### src/rtl/pu_ram_arbiter.sv
// ---------------------------------------------------------------------------
// pu_ram_arbiter
//
// Shares the single-port PPU RAM between the video scanout fetcher (read-only,
// latency-critical) and the PPU core (read/write). Video has fixed priority;
// a starvation counter guarantees the PPU eventually wins, and a lock mode
// lets the PPU keep the RAM for a short burst of consecutive grants.
//
// Ports:
//   clk, reset        system clock, synchronous active-low reset
//   vid_req/vid_addr  video read request (held until granted) and address
//   vid_gnt           video owns the RAM this cycle
//   vid_rvalid/rdata  video read data, one cycle after a granted read
//   ppu_req/addr/wdata/we/lock
//                     PPU request (held until granted), 1 = write, lock
//                     asks to keep the grant on following cycles
//   ppu_gnt           PPU owns the RAM this cycle
//   ppu_rvalid/rdata  PPU read data, one cycle after a granted read
//   ram_addr/din/we   RAM drive, ram_dout RAM read data (valid next cycle)
//   dbg_state         current arbiter state (0 = ARB, 1 = LOCK)
//
// Handshake: a requester raises req with its address/data and holds them
// unchanged until it sees gnt = 1 in the same cycle; the access happens in
// that cycle. A granted read returns rvalid = 1 with rdata exactly one cycle
// later; rdata is meaningless whenever rvalid = 0. Writes return nothing.
// ---------------------------------------------------------------------------
module pu_ram_arbiter #(
  parameter int ADDR_W       = 16,
  parameter int DATA_W       = 16,
  parameter int STARVE_LIMIT = 8,
  parameter int MAX_LOCK     = 4
) (
  input  logic              clk,
  input  logic              reset,
  input  logic              vid_req,
  input  logic [ADDR_W-1:0] vid_addr,
  output logic              vid_gnt,
  output logic              vid_rvalid,
  output logic [DATA_W-1:0] vid_rdata,
  input  logic              ppu_req,
  input  logic [ADDR_W-1:0] ppu_addr,
  input  logic [DATA_W-1:0] ppu_wdata,
  input  logic              ppu_we,
  input  logic              ppu_lock,
  output logic              ppu_gnt,
  output logic              ppu_rvalid,
  output logic [DATA_W-1:0] ppu_rdata,
  output logic [ADDR_W-1:0] ram_addr,
  output logic [DATA_W-1:0] ram_din,
  output logic              ram_we,
  input  logic [DATA_W-1:0] ram_dout,
  output logic              dbg_state
);

  localparam int SC_W = $clog2(STARVE_LIMIT + 1);
  localparam int LC_W = $clog2(MAX_LOCK + 1);

  typedef enum logic {
    ST_ARB  = 1'b0,
    ST_LOCK = 1'b1
  } state_t;

  state_t            r_state;
  state_t            w_state_nxt;
  logic [SC_W-1:0]   r_starve_cnt;
  logic [LC_W-1:0]   r_lock_cnt;
  logic [LC_W-1:0]   w_lock_nxt;
  logic              r_vid_rvalid;
  logic              r_ppu_rvalid;
  logic              w_vid_gnt;
  logic              w_ppu_gnt;
  logic              w_starved;
  logic              w_lock_hold;

  // PPU has waited long enough: it beats a pending video request once.
  assign w_starved   = ppu_req && (r_starve_cnt == SC_W'(STARVE_LIMIT));

  // Locked burst continues only while the PPU keeps asking and the burst
  // has not yet reached its maximum length.
  assign w_lock_hold = (r_state == ST_LOCK) && ppu_req && ppu_lock &&
                       (r_lock_cnt < LC_W'(MAX_LOCK));

  always_comb begin
    w_vid_gnt   = 1'b0;
    w_ppu_gnt   = 1'b0;
    w_state_nxt = ST_ARB;
    w_lock_nxt  = '0;
    // No grants at all while reset is asserted.
    if (reset) begin
      if (w_lock_hold) begin
        w_ppu_gnt   = 1'b1;
        w_state_nxt = ST_LOCK;
        w_lock_nxt  = r_lock_cnt + LC_W'(1);
      end else begin
        if (w_starved) begin
          w_ppu_gnt = 1'b1;
        end else if (vid_req) begin
          w_vid_gnt = 1'b1;
        end else if (ppu_req) begin
          w_ppu_gnt = 1'b1;
        end
        // A lock can only be opened from ARB; the cycle that ends a lock
        // (forced or voluntary) always falls back to ARB first.
        if ((r_state == ST_ARB) && w_ppu_gnt && ppu_lock) begin
          w_state_nxt = ST_LOCK;
          w_lock_nxt  = LC_W'(1);
        end
      end
    end
  end

  always_ff @(posedge clk) begin
    if (!reset) begin
      r_state      <= ST_ARB;
      r_lock_cnt   <= '0;
      r_starve_cnt <= '0;
      r_vid_rvalid <= 1'b0;
      r_ppu_rvalid <= 1'b0;
    end else begin
      r_state    <= w_state_nxt;
      r_lock_cnt <= w_lock_nxt;
      if (w_ppu_gnt) begin
        r_starve_cnt <= '0;
      end else if (ppu_req && (r_starve_cnt != SC_W'(STARVE_LIMIT))) begin
        r_starve_cnt <= r_starve_cnt + SC_W'(1);
      end
      r_vid_rvalid <= w_vid_gnt;
      r_ppu_rvalid <= w_ppu_gnt && !ppu_we;
    end
  end

  assign vid_gnt    = w_vid_gnt;
  assign ppu_gnt    = w_ppu_gnt;
  assign vid_rvalid = r_vid_rvalid;
  assign ppu_rvalid = r_ppu_rvalid;
  assign vid_rdata  = ram_dout;
  assign ppu_rdata  = ram_dout;

  assign ram_addr = w_vid_gnt ? vid_addr : (w_ppu_gnt ? ppu_addr : '0);
  assign ram_din  = w_ppu_gnt ? ppu_wdata : '0;
  assign ram_we   = w_ppu_gnt && ppu_we;

  assign dbg_state = r_state;

endmodule

### config.mk
export PLATFORM = sky130hd
export DESIGN_NAME = pu_ram_arbiter
export DESIGN_NICKNAME = d
export VERILOG_FILES = /design/src/rtl/pu_ram_arbiter.sv
export SDC_FILE = /design/constraint.sdc
export NUM_CORES = 1
export LEC_CHECK = 0
export CELL_PAD_IN_SITES_DETAIL_PLACEMENT = 0
export CELL_PAD_IN_SITES_GLOBAL_PLACEMENT = 2
export CORE_MARGIN = 10
export CORE_UTILIZATION = 11
export CTS_CLUSTER_DIAMETER = 100
export DETAILED_ROUTE_END_ITERATION = 8
export PLACE_DENSITY_LB_ADDON = 0.1
export SLEW_MARGIN = 25
export SYNTH_ARGS = -nofsm -noshare
export SYNTH_HDL_FRONTEND = slang
export SYNTH_SLANG_ARGS = --single-unit
### constraint.sdc
create_clock -name clk -period 3.2 [get_ports clk]
set_input_delay 0.64 -clock clk [delete_from_list [all_inputs] [get_ports clk]]
set_output_delay 0.64 -clock clk [all_outputs]
set_load 0.03 [all_outputs]
======== Word-level counts from Yosys, hierarchy flattened ========
Cells that the tools add are included.
cells by class
  add/subtract/negate cells ............... 2
  $mul .................................... 0
  div/mod/pow operators ................... 0
  $lt $le $gt $ge ......................... 1
  equal/unequal tests ..................... 2
  shift operators ......................... 0
  muxes and demuxes ....................... 18
  bitwise gates (word level) .............. 2
  reductions and logical operators ........ 11
operators with widths
  cell                   number
  $mux W16               3
  $mux W1                14
  $logic_and A1 B1 Y1    9
  $add A4 B1 Y4 const B  1
  $eq A4 B4 Y1 const B   1
  $ne A4 B4 Y1 const B   1
  $add A3 B1 Y3 const B  1
  $lt A3 B3 Y1 const B   1
  $mux W3                1
  $not A1 Y1             2
  $reduce_or A2 Y1       1
  $logic_not A1 Y1       1
word-level totals
  register bits after elaboration ......... 10
  bits in latches ......................... 0
  memory bits (writable) .................. 0
  memory bits (read-only) ................. 0
  input port bits ......................... 70
  output and inout bits ................... 70
  word-level logic and storage cells ...... 41
  memories kept ........................... 0

======== Logic depth before layout (Yosys ltp) ========
  word-level depth ........................ 9
  mapped depth ............................ 7
  depth with buffers taken out ............ 5

======== Worst setup path before layout ========
No wires, ideal clock.
  kind .................................... input port to output port
  from .................................... in ppu_req
  to ...................................... out ram_din[10]
  arrival time ............................ 1.810 ns
  data required time ...................... 2.560 ns
  slack ................................... 0.750 ns
  stages .................................. 5
  buffers on the path ..................... 2
  cell sequence ........................... buf_4 nand4b_4 a31oi_4 buf_2 and2_1
on the way
  cells in the longest elaborated chain, start to end .. 8
  elaborated cells between the ends (all ways) .. 12
  those cells by class .................... mux (8); reduce/logical (4)
RTL lines
  item               line  text
  from (decl)        40    input logic ppu_req,
  $mux W1            99    end else if (ppu_req) begin
  $mux W1            97    end else if (vid_req) begin
  $mux W1            95    if (w_starved) begin
  $mux W1            90    if (w_lock_hold) begin
  $mux W1            89    if (reset) begin
  $mux W1 (*)        90
  $mux W1 (*)        89
  named net ppu_gnt  45    output logic ppu_gnt,
  $mux W16 (*)       140   assign ram_din = w_ppu_gnt ? ppu_wdata : '0;
  to (decl)          49    output logic [DATA_W-1:0] ram_din,
The timed path passes the listed nets; every way through them passes the cells marked *. The select of a mux whose other input is x is not followed.

======== Worst setup path after layout ========
  from .................................... in ppu_req
  to ...................................... out ram_din[4]
on the way
  cells in the longest elaborated chain, start to end .. 8
  elaborated cells between the ends (all ways) .. 12
  those cells by class .................... mux (8); reduce/logical (4)
RTL lines
  item          line
  $mux W1       99
  $mux W1       97
  $mux W1       95
  $mux W1       90
  $mux W1       89
  $mux W1 (*)   90
  $mux W1 (*)   89
  $mux W16 (*)  140
Mark *: on every way between the ends. The rest lies on a longest branch, timed or not. The select of a mux whose other input is x is not followed.

==> flow_metrics.env <==
export IMPL_p_leak_nw=0.806
export IMPL_wl_per_cell_um=16.0
export IMPL_pre_cts_ws_ps=312
export IMPL_synth_edf_count=0
export IMPL_clock_fmax_ghz=0.345
export IMPL_netlist_cell_type_count=24
export IMPL_initial_core_util=0.112
export IMPL_dr_pass1_iters=4
export IMPL_synth_area_per_cell_sq_um=8.58
export IMPL_ioPinCount=140
export IMPL_status="finished clean"
export IMPL_synthesis_area_sq_um=1020
export IMPL_clock_sinks=10
export IMPL_track_usage=0.0614
export IMPL_grt_pass1_wl_mm=6.42
export IMPL_most_common_layout_cells="56 x clkdlybuf4s50_1, 37 x buf_4, 17 x and2_1, 16 x a22o_1, 10 x dfxtp_1"
export IMPL_clkTransAtPathRegs_ps=50
export IMPL_end_kind="output pin"
export IMPL_drt_wl_total_mm=4.64
export IMPL_synth_area_top_cells="buf_4 24%, dfxtp_1 20%, a22o_1 14%"
export IMPL_ys_ff_latch=10
export IMPL_ctsHoldBuffers=0
export IMPL_crit_buf_inv=3
export IMPL_postRouteAntennaNets=0
export IMPL_synth_warnings=0
export IMPL_fin_skew_ps=1.48
export IMPL_worst_pin_slew_ps=356
export IMPL_critical_path_top_delay_family="buffers and inverters"
export IMPL_nNetsFinal=253
export IMPL_peakVddDrop_v=0.0000968
export IMPL_min_path_type="reg2reg"
export IMPL_crit_required_ps=2560
export IMPL_worstPathArrival_ps=2260
export IMPL_drc=0
export IMPL_htreeDepth=1
export IMPL_portBuffers=91
export IMPL_drv_slew=0
export IMPL_grt_max_degree=23
export IMPL_clockBufferDepth=2
export IMPL_cpMostUsedCell="buf_4"
export IMPL_path_max_fanout=15
export IMPL_yosys_area_top_type="buf_4"
export IMPL_cp_slowest_stage_delay_ps=670
export IMPL_synth_top_area_frac=0.243
export IMPL_die_area_sq_um=13500
export IMPL_row_count=35
export IMPL_via_per_inst=3.52
export IMPL_synth_cells=119
export IMPL_cts_resized=0
export IMPL_final_common_cell="clkdlybuf4s50_1"
export IMPL_final_layout_size_suffix_gt1_frac=0.257
export IMPL_crit_type="in2out"
export IMPL_startpoint_type="input port"
export IMPL_grt_pass1_vias=1085
export IMPL_rsz0062_at_grt="false"
export IMPL_yosysSeqAreaShare=0.196
export IMPL_setup_viol=0
export IMPL_fin_crit_sh=0.905
export IMPL_fin_setup_tns_ps=0
export IMPL_insertion_delay_ps=240
export IMPL_die_y_um=116
export IMPL_async_flop_share=0
export IMPL_maxCapViolCount=0
export IMPL_power_density_nw_per_um2=272
export IMPL_hold_viol_final=0
export IMPL_die_w_um=116
export IMPL_core_sq_um=9150
export IMPL_postCtsSetupBuffers=0
export IMPL_antenna_found_initial=0
export IMPL_relSlewSlack=0.762
export IMPL_whs_ps=532
export IMPL_vias=1021
export IMPL_place_congestion=0.763
export IMPL_synthesis_nets=192
export IMPL_num_antenna_cells=0
export IMPL_area_growth_pct=75.1
export IMPL_cts_tree="built"
export IMPL_path_cells="clkdlybuf4s50_1, nand2b_1, a31oi_4, buf_4, and2_1, buf_4"
export IMPL_fin_crit_ps=2900
export IMPL_synth_flop_cell="dfxtp_1"
export IMPL_worst_path_max_delay_cell="clkdlybuf4s50_1"
export IMPL_fin_ws_ps=303
export IMPL_clockRootBuffer="clkbuf_8"
export IMPL_hpwl_mm=4.12
export IMPL_drtIter0Drc=50
export IMPL_numCtsBuffers=3
export IMPL_overflow=0
## routing by layer
| metal | share of wire | GRT usage | up-vias |
|---|---|---|---|
| li1 | - | - | 497 |
| met1 | 0.36 | 0.0627 | 450 |
| met2 | 0.49 | 0.108 | 66 |
| met3 | 0.13 | 0.0293 | 8 |
| met4 | 0.011 | 0.0200 | 0 |
| met5 | 0 | 0 | - |
## state kept, by name (all words and copies together), names as in the netlist
name / flops
dbg_state: 1
vid_rvalid: 1
ppu_rvalid: 1
r_lock_cnt: 3
r_starve_cnt: 4
## path summary, 6_finish.rpt
kind                                      start         endpoint  slack (ps)  cells past startpoint
worst max-delay path                    ppu_req       ram_din[4]         300                      6
worst min-delay path            r_starve_cnt[0]  r_starve_cnt[0]         530                      2
worst max register to register  r_starve_cnt[0]    r_lock_cnt[0]        1790                      6
worst min register to register  r_starve_cnt[0]  r_starve_cnt[0]         530                      2
## where the power goes
part	internal [mW]	switching (mW)
sequential	0.128	0.00269
clock	0.108	0.0529
combinational	0.105	0.0889
## worst reg2reg max path, stage by stage (launching register included)
cell	delay (ps)
dfxtp_1	340
inv_1	80
ha_1	240
nand4b_4	150
a31oi_4	200
buf_12	180
and3_1	160
## layout make-up
type | instances | area, sq um
clock buffers | 4 | 55.1
fillers | 1001 | 7360
inverters | 4 | 15.0
multi-input cells | 67 | 520
flip-flops and latches | 10 | 200
well taps | 111 | 139
repair buffers | 94 | 858
## cells in the mapped netlist (all sizes together), types with 2 or more instances
| cell type | instances |
|---|---|
| a21oi | 2 |
| a22o | 16 |
| and2 | 17 |
| and3 | 4 |
| and4 | 2 |
| buf | 38 |
| dfxtp | 10 |
| ha | 3 |
| inv | 4 |
| nand2 | 3 |
| nand2b | 2 |
| nand3 | 2 |
| nand4 | 2 |
| nand4b | 2 |
| nor2 | 3 |
| o21ai | 3 |
| xor2 | 2 |
## through the flow
step / total power, mW / instances / util / area (sq um)
after global placement: 0.330 / 286 / 0.189 / 1730
after floorplan: 0.293 / 119 / - / 1020
final: 0.485 / 290 / 0.195 / 1790
after CTS: 0.497 / 290 / 0.195 / 1790
after detailed placement: 0.329 / 286 / 0.189 / 1730
after global routing: 0.513 / 290 / 0.195 / 1790
## cells by family after synthesis
family | share of synthesized area
buffers and inverters | 0.294
AOI/OAI and AO/OA | 0.183
xor gates and xnor gates | 0.0172
DFF | 0.196
adders and majority gates | 0.0368
and+or+nand+nor | 0.273
Note: power is estimated with default switching activity, not from simulation.
